`config.mk`:
```
export PLATFORM = sky130hd
export DESIGN_NAME = stack_cpu_param
export DESIGN_NICKNAME = d
export VERILOG_FILES = /design/src/rtl/stack_cpu_param.sv
export SDC_FILE = /design/constraint.sdc
export NUM_CORES = 1
export LEC_CHECK = 0
export ABC_AREA = 1
export CORE_MARGIN = 2
export CORE_UTILIZATION = 56
export DETAILED_ROUTE_END_ITERATION = 12
export HOLD_SLACK_MARGIN = 0.05
export PLACE_DENSITY_LB_ADDON = 0.2
export SETUP_SLACK_MARGIN = 0.05
export SLEW_MARGIN = 15
export SYNTH_ARGS = -nofsm -noshare
export SYNTH_HDL_FRONTEND = slang
export SYNTH_SLANG_ARGS = --single-unit
```
`constraint.sdc`:
```
create_clock -name clk -period 5.7 [get_ports clk]
set_input_delay 0.57 -clock clk [delete_from_list [all_inputs] [get_ports clk]]
set_output_delay 0.57 -clock clk [all_outputs]
set_load 0.05 [all_outputs]
```
`src/rtl/stack_cpu_param.sv`:
```
// stack_cpu_param: parametrised stack calculator core
// valid/ready instruction stream, internal stack, sticky error flags
module stack_cpu_param #(
  parameter int WIDTH = 4,
  parameter int DEPTH = 8,
  localparam int DW = $clog2(DEPTH + 1)
) (
  input  logic             clk,
  input  logic             rst_n,
  input  logic [WIDTH-1:0] in_data,
  input  logic             in_valid,
  output logic             in_ready,
  output logic [WIDTH-1:0] out_word,
  output logic             out_valid,
  output logic [WIDTH-1:0] tos,
  output logic [WIDTH-1:0] nos,
  output logic [DW-1:0]    depth,
  output logic [3:0]       status
);

  localparam int AW = $clog2(DEPTH);

  localparam logic [3:0] OP_PUSH = 4'h1;
  localparam logic [3:0] OP_POP  = 4'h2;
  localparam logic [3:0] OP_OUT  = 4'h3;
  localparam logic [3:0] OP_DUP  = 4'h4;
  localparam logic [3:0] OP_SWAP = 4'h5;
  localparam logic [3:0] OP_PUSF = 4'h6;
  localparam logic [3:0] OP_UNA  = 4'h7;
  localparam logic [3:0] OP_BINA = 4'h8;
  localparam logic [3:0] OP_MULT = 4'h9;
  localparam logic [3:0] OP_DIV  = 4'hA;
  localparam logic [3:0] OP_CLFL = 4'hB;
  localparam logic [3:0] OP_CLRS = 4'hC;

  typedef enum logic [1:0] {
    FETCH,
    OPERAND,
    EXEC,
    EXEC2
  } state_t;

  state_t state, state_n;

  logic [WIDTH-1:0] stk [DEPTH];
  logic [3:0]       op;
  logic [WIDTH-1:0] opnd;
  logic [WIDTH-1:0] hi;
  logic             carry, err_div, err_stack;

  logic [AW-1:0] ti, ni, pi;
  logic          have1, have2, full;
  logic [3:0]    sel;

  logic [WIDTH-1:0]   una_r, bin_r, psf_r, quo, rem;
  logic               bin_c, bin_cw;
  logic [2*WIDTH-1:0] prod;

  // stack addressing and visible outputs
  always_comb begin
    ti = AW'(depth - DW'(1));
    ni = AW'(depth - DW'(2));
    pi = AW'(depth);
    have1 = depth != '0;
    have2 = depth >= DW'(2);
    full = depth == DW'(DEPTH);
    sel = opnd[3:0];
    tos = have1 ? stk[ti] : '0;
    nos = have2 ? stk[ni] : '0;
    status = {tos == '0, err_stack, err_div, carry};
    in_ready = (state == FETCH) || (state == OPERAND);
  end

  // ALU: unary, binary, push-from selectors, multiply and divide
  always_comb begin
    una_r = tos;
    case (sel)
      4'd0: una_r = ~tos;
      4'd1: una_r = -tos;
      4'd2: una_r = tos + WIDTH'(1);
      4'd3: una_r = tos - WIDTH'(1);
      4'd4: una_r = tos << 1;
      4'd5: una_r = tos >> 1;
      default: una_r = tos;
    endcase
    bin_r = '0;
    bin_c = carry;
    bin_cw = 1'b0;
    case (sel)
      4'd0: begin
        {bin_c, bin_r} = {1'b0, nos} + {1'b0, tos};
        bin_cw = 1'b1;
      end
      4'd1: bin_r = nos & tos;
      4'd2: bin_r = nos | tos;
      4'd3: bin_r = nos ^ tos;
      4'd4: begin
        {bin_c, bin_r} = {1'b0, nos} + {1'b0, tos}
                       + {{WIDTH{1'b0}}, carry};
        bin_cw = 1'b1;
      end
      4'd5: begin
        bin_r = nos - tos;
        bin_c = nos < tos;
        bin_cw = 1'b1;
      end
      default: bin_r = '0;
    endcase
    case (sel)
      4'd0: psf_r = tos;
      4'd1: psf_r = nos;
      4'd2: psf_r = WIDTH'(status);
      4'd3: psf_r = WIDTH'(depth);
      default: psf_r = '0;
    endcase
    prod = {{WIDTH{1'b0}}, nos} * {{WIDTH{1'b0}}, tos};
    quo = (tos == '0) ? '0 : nos / tos;
    rem = (tos == '0) ? '0 : nos % tos;
  end

  // state register
  always_ff @(posedge clk) begin
    if (!rst_n) state <= FETCH;
    else state <= state_n;
  end

  // next-state decode
  always_comb begin
    state_n = state;
    unique case (state)
      FETCH: begin
        if (in_valid) begin
          if (in_data[3:0] == OP_PUSH || in_data[3:0] == OP_PUSF ||
              in_data[3:0] == OP_UNA  || in_data[3:0] == OP_BINA)
            state_n = OPERAND;
          else
            state_n = EXEC;
        end
      end
      OPERAND: if (in_valid) state_n = EXEC;
      EXEC: begin
        if ((op == OP_MULT || op == OP_DIV) && have2) state_n = EXEC2;
        else state_n = FETCH;
      end
      EXEC2: state_n = FETCH;
      default: state_n = FETCH;
    endcase
  end

  // datapath: latch op/operand, execute, push second result
  always_ff @(posedge clk) begin
    if (!rst_n) begin
      for (int i = 0; i < DEPTH; i++) stk[i] <= '0;
      depth <= '0;
      op <= '0;
      opnd <= '0;
      hi <= '0;
      out_word <= '0;
      out_valid <= 1'b0;
      carry <= 1'b0;
      err_div <= 1'b0;
      err_stack <= 1'b0;
    end else begin
      out_valid <= 1'b0;
      case (state)
        FETCH: if (in_valid) op <= in_data[3:0];
        OPERAND: if (in_valid) opnd <= in_data;
        EXEC: begin
          case (op)
            OP_PUSH, OP_PUSF: begin
              if (full) err_stack <= 1'b1;
              else begin
                stk[pi] <= (op == OP_PUSH) ? opnd : psf_r;
                depth <= depth + DW'(1);
              end
            end
            OP_POP: begin
              if (!have1) err_stack <= 1'b1;
              else depth <= depth - DW'(1);
            end
            OP_OUT: begin
              if (!have1) err_stack <= 1'b1;
              else begin
                out_word <= tos;
                out_valid <= 1'b1;
              end
            end
            OP_DUP: begin
              if (!have1 || full) err_stack <= 1'b1;
              else begin
                stk[pi] <= tos;
                depth <= depth + DW'(1);
              end
            end
            OP_SWAP: begin
              if (!have2) err_stack <= 1'b1;
              else begin
                stk[ti] <= nos;
                stk[ni] <= tos;
              end
            end
            OP_UNA: begin
              if (!have1) err_stack <= 1'b1;
              else stk[ti] <= una_r;
            end
            OP_BINA: begin
              if (!have2) err_stack <= 1'b1;
              else begin
                stk[ni] <= bin_r;
                depth <= depth - DW'(1);
                if (bin_cw) carry <= bin_c;
              end
            end
            OP_MULT: begin
              if (!have2) err_stack <= 1'b1;
              else begin
                stk[ni] <= prod[WIDTH-1:0];
                hi <= prod[2*WIDTH-1:WIDTH];
                depth <= depth - DW'(1);
              end
            end
            OP_DIV: begin
              if (!have2) err_stack <= 1'b1;
              else begin
                stk[ni] <= quo;
                hi <= rem;
                depth <= depth - DW'(1);
                if (tos == '0) err_div <= 1'b1;
              end
            end
            OP_CLFL: begin
              carry <= 1'b0;
              err_div <= 1'b0;
              err_stack <= 1'b0;
            end
            OP_CLRS: depth <= '0;
            default: ;
          endcase
        end
        EXEC2: begin
          stk[pi] <= hi;
          depth <= depth + DW'(1);
        end
        default: ;
      endcase
    end
  end

endmodule

```
---- Yosys cells after proc, flatten, opt, wreduce, memory -nomap -nowiden ----
Memory sizes are Yosys's and may differ from the RTL's.
Cells that the tools add are included.
word-level totals
  register bits ........................... 26
  bits in writable memories ............... 32
  output and inout port bits .............. 22
  logic and storage cells ................. 198
  memories kept ........................... 1
operators by class
  add/subtract/negate cells ............... 9
  $mul .................................... 1
  div/mod/pow operators ................... 2
  $lt $le $gt $ge ......................... 2
  eq/ne operators ......................... 42
  multiplexer cells ....................... 86
  bitwise operators ....................... 10
  reduce and logical (&&, ||, !) cells .... 35
memory list
  name  words  width  rd ports  clocked after Yosys merged registers in  wr ports  line  source
  stk   8      4      2         0                                        8         45    logic [WIDTH-1:0] stk [DEPTH];
operator list
  cell                                                 count
  2-to-1 mux 4 bit                                     20
  2-to-1 mux 1 bit                                     48
  case mux 4 bit (6 select lines)                      2
  equality test 4 x 3 -> 1 bit, second input constant  8
  equality test 4 bit, second input constant           7
  inequality test 2 bit, second input constant         11
  case mux 4 bit (5 select lines)                      1
  equality test 4 x 2 -> 1 bit, second input constant  4
  case mux 4 bit (2 select lines)                      2
  case mux 4 bit (4 select lines)                      1
  OR reduction 4 bit                                   4
  equality test 4 x 1 -> 1 bit, second input constant  3
  inequality test 3 bit, second input constant         4
  AND reduction 6 bit                                  2
  2-to-1 mux 3 bit                                     3
  OR reduction 3 bit                                   3
  adder 4 x 1 -> 4 bit, second input constant          2
  logical NOT 4 bit                                    2
  multiplier 4 x 4 -> 8 bit                            1
  2-to-1 mux 2 bit                                     4
  case mux 2 bit (4 select lines)                      1
  AND reduction 4 bit                                  2
  nonzero test 2 bit                                   4
  subtractor 4 x 1 -> 4 bit, second input constant     2
  other kinds (31)                                     46

---- Longest topological paths before layout ----
  word-level depth ........................ 13
  depth in mapped cells ................... 42
  mapped depth without buffers ............ 38

---- Worst setup path before layout ----
OpenSTA, ideal clock, no wires.
  path type ............................... reg2reg
  from .................................... reg depth[1]
  to ...................................... mem stk[1][0] (data pin)
  setup time .............................. 252 ps
  data arrival time ....................... 5656 ps
  required time ........................... 5448 ps
  slack ................................... -208 ps
  stages on the path, launching flop included .. 36
  cell sequence ........................... dfxtp_1 > buf_2 > inv_2 > buf_2 > ha_1 > inv_1 > nand3_1 > nand3_1 > inv_1 > ha_1 > o21ai_1 > nor2_1 > nand2_1 > nand2_1 > ha_1 > o21ai_0 > nand2_1 > nand2_1 > nand2_1 > nand2_1 > inv_1 > ha_1 > a21oi_1 > nand2_1 > nand2_1 > nand2_1 > nand2_1 > o21ai_0 > fa_1 > inv_1 > nor2_1 > a211oi_1 > and2_1 > o22ai_2 > nand2_1 > nand2_1
RTL lines
  what                    line  source
  from (decl)             17    output logic [DW-1:0] depth,
  from (signal assigned)  174   depth <= depth + DW'(1);
  from (signal assigned)  179   else depth <= depth - DW'(1);
  from (signal assigned)  192   depth <= depth + DW'(1);
  to (decl)               45

---- Worst setup path in the final report ----
  from .................................... reg depth[1]
  to ...................................... reg hi[0]
on the way
  longest elaborated chain between the ends .. 7
ends and longest elaborated chain
  what                                                                    line    source
  subtractor 4 x 1 -> 4 bit or subtractor 3 x 2 -> 3 bit (tied branches)  n/a
  memory read (8 x 4 bit)                                                 n/a
  2-to-1 mux 4 bit, on equally long branches                              68, 69
  modulo 4 x 4 -> 4 bit or logical NOT 4 bit (tied branches)              118     rem = (tos == '0) ? '0 : nos % tos;
  2-to-1 mux 4 bit                                                        118
  2-to-1 mux 4 bit                                                        223     if (!have2) err_stack <= 1'b1;
  case mux 4 bit (2 select lines)                                         169     case (op)
  to (signal assigned)                                                    218     hi <= prod[2*WIDTH-1:WIDTH];
  to (signal assigned)                                                    226     hi <= rem;
  to (decl)                                                               48      logic [WIDTH-1:0] hi;
Parallel ways exist; a longest one is shown, timed or not. The select of a mux whose other input is x is not followed.
A chain may end at the register's enable or synchronous reset.

==> out/qor.yml <==
worst_setup_path:
  arrival_ns: 5.49
  start_kind: "flop"
  startpoint: "depth[1]"
  r2r-start: "depth[1]"
  cp_data_required_time_ns: 5.98
  critPathSlowestCell: "dfxtp_4"
  cp-end-kind: "flop"
  reg2regPathDepth: 35
  crit_path_end: "hi[0]"
  crit_top_cell: "nand2_1"
  critPathMaxFanout: 7
  critical_path_class: "reg -> reg"
  rrSetupSlack_ns: 0.49
  crit_path_max_incr_delay_ns: 0.34
  r2r-end: "hi[0]"
yosys:
  seq_area_frac_synth_pct: 24.0
  synth_area_mm2: 0.00618
  synth_flop_cell: "edfxtp_1"
  ys_seq_elements: 58
  netlist_instances: 932
  yosysWarnings: 0
  async_reset_ff_share_pct: 0
  ys_types: 55
  synthesis.nets: 999
  synth_edf_count: 32
  synth.avg_cell_area_um2: 6.63
drt:
  drt_iter0_drc: 673
  first_pass_iters: 6
  routed_wl_um: 19300
  wire_per_inst_um: 17.3
  via_count: 6392
  antenna_left: 0
  drc: 0
  viasPerCell: 5.74
global_route:
  grt_overflow_total: 0
  first_global_vias: 5887
  grt_max_degree: 45
  grt_pass1_wl_um: 30500
  antenna_found_initial: 0
  grt_usage_pct: 34.0
power_and_ir_drop:
  cellPowerDensity_mw_per_mm2: 416
  power_leakage_nw: 3.31
  peakVddDrop_v: 0.000930
clock_network:
  clk_pin_slew_ns: 0.07
  worst_skew_pair.late_latency_ns: 0.36
  cts_sinks: 58
  cts_tree: "built"
  cts_made_buffers: 9
  postCtsHoldBufs: 0
  cts_root_buffer: "clkbuf_8"
  htree_levels: 3
  clock_path_buffers: 2
outcome:
  status: "finished, final reports clean"
hold_path:
  hold_class: "reg -> reg"
  min_path_cells: 2
finish:
  postLayoutCellArea_mm2: 0.00685
  n_antenna_cell: 0
  drive_gt1_share_pct: 12.0
  syn_to_final_growth_pct: 10.8
  nets: 1035
  fillCellCount: 1019
floorplan:
  die_y_um: 109
  rows: 38
  ios: 29
  die_area_mm2: 0.0119
  initial_core_util_pct: 57.3
  core-area_mm2: 0.0108
  die_w_um: 109
sta:
  hold_viol_final: 0
  slew_headroom_pct: 44.1
  finalCriticalPeriod_ns: 5.21
  worst_slew_pin_slew_ns: 0.835
  maxSlewViolCount: 0
  fin_worst_skew_ns: 0.0101
  fin_tns_setup_ns: 0
  max_freq_mhz: 192
  finalCritPeriodShare_pct: 91.5
  finalSetupViolations: 0
  rsz0062_at_grt: "false"
  whs_ns: 0.538
placed_design:
  port_buffers: 28
  dp_hpwl_um: 14800
  place_congestion: 1.00
  place_area_mm2: 0.00663
job:
  cap_violations: 0
[stage by stage]
step	total power (W)	instances	utilization, %	worst slack (ns)
after floorplan	0.00186	932	-	0.0541
after global placement	0.00230	1096	61.4	0.385
after detailed placement	0.00231	1096	61.4	0.224
after CTS	0.00265	1112	62.9	0.184
after global routing	0.00307	1113	63.5	0.0256
final	0.00285	1113	63.5	0.486
[synthesized netlist by cell type, types with 7 or more instances]
cell type  number  area [um2]
nand2_2         9        56.3
o22ai_1         8        50.1
or3_1           7        43.8
o21ai_1         7        35.0
or2_2           7        43.8
nor2_1        114         428
nor2_2         14        87.6
fa_1            8         160
a211oi_1        7        52.6
buf_4           7        52.6
nand4_1         7        43.8
nand3_1        55         275
a21oi_1        46         230
inv_1         106         398
ha_1           52         651
nand2_1       263         987
edfxtp_1       32         961
inv_2          14        52.6
o21ai_0        57         285
dfxtp_1        26         521
[layer usage]
layer  vias up  wire (um)  GRT usage (%)
li1       3116          -              -
met1      2855       8490           48.4
met2       361       8170           50.7
met3        60       1950           6.63
met4         0        664           13.1
met5         -          0              0
[layout by cell type, fill, tap and decap left out, types with 9 or more instances in the layout]
master / Yosys / routed
a21oi_1: 46 / 46
buf_4: 7 / 18
clkbuf_8: 0 / 9
clkdlybuf4s50_1: 0 / 28
dfxtp_1: 26 / 23
edfxtp_1: 32 / 32
ha_1: 52 / 49
inv_1: 106 / 105
inv_2: 14 / 14
nand2_1: 263 / 261
nand2_2: 9 / 11
nand3_1: 55 / 54
nor2_1: 114 / 114
nor2_2: 14 / 14
o21ai_0: 57 / 56
[how the worst min path moves through the flow]
stage	end	slack, ns	startpoint
3_3_place_gp	opnd[3]	0.51	opnd[3]
3_5_place_dp	opnd[3]	0.52	opnd[3]
6_report	err_div	0.54	err_div
5_1_grt	err_div	0.56	err_div
4_1_cts	opnd[3]	0.53	opnd[3]
2_1_floorplan	err_div	0.46	err_div
[repair_timing]
action / CTS / global route
setup buffers: 0 / 1
endpoints found under the setup margin: 0 / 12
resized for setup: 0 / 14
[critical path, delay by kind of cell (launching register included)]
kind / cells / cell delay (ns)
AO/OA/AOI/OAI: 7 / 1.02
flip-flops: 1 / 0.34
buffers and inverters: 6 / 0.57
AND/OR/NAND/NOR: 17 / 1.64
adder cells (fa/ha/maj): 5 / 1.57
[power breakdown]
group,internal (W),switching [W]
combinational,0.000726,0.00131
sequential,0.000460,0.0000205
clock,0.000156,0.000182
total,0.00134,0.00151
[registers in the layout, summed over array words and instances, names as in the netlist]
register	flops
state	2
hi	4
op	4
out_word	4
err_stack	1
carry	1
depth	4
out_valid	1
opnd	4
stk	32
err_div	1
[layout make-up]
type	count	area [um2]	share of cell area [%]
clock inverter	5	31.3	0.456
multi-input combinational	729	4120	60.2
inverter	123	473	6.90
clock buffer	11	131	1.92
sequential	58	1490	21.8
timing repair buffer	47	427	6.23
tap	140	175	2.56
[cells by family after synthesis]
logic type               after synthesis  share of synthesized area [%]
AO/OA/AOI/OAI                        153                           14.1
adder cells (fa/ha/maj)               60                           13.1
buffers and inverters                145                           10.2
AND/OR/NAND/NOR                      503                           36.2
XOR/XNOR                              13                           2.39
flip-flops                            58                           24.0
Power figures use the tool's default switching activity.
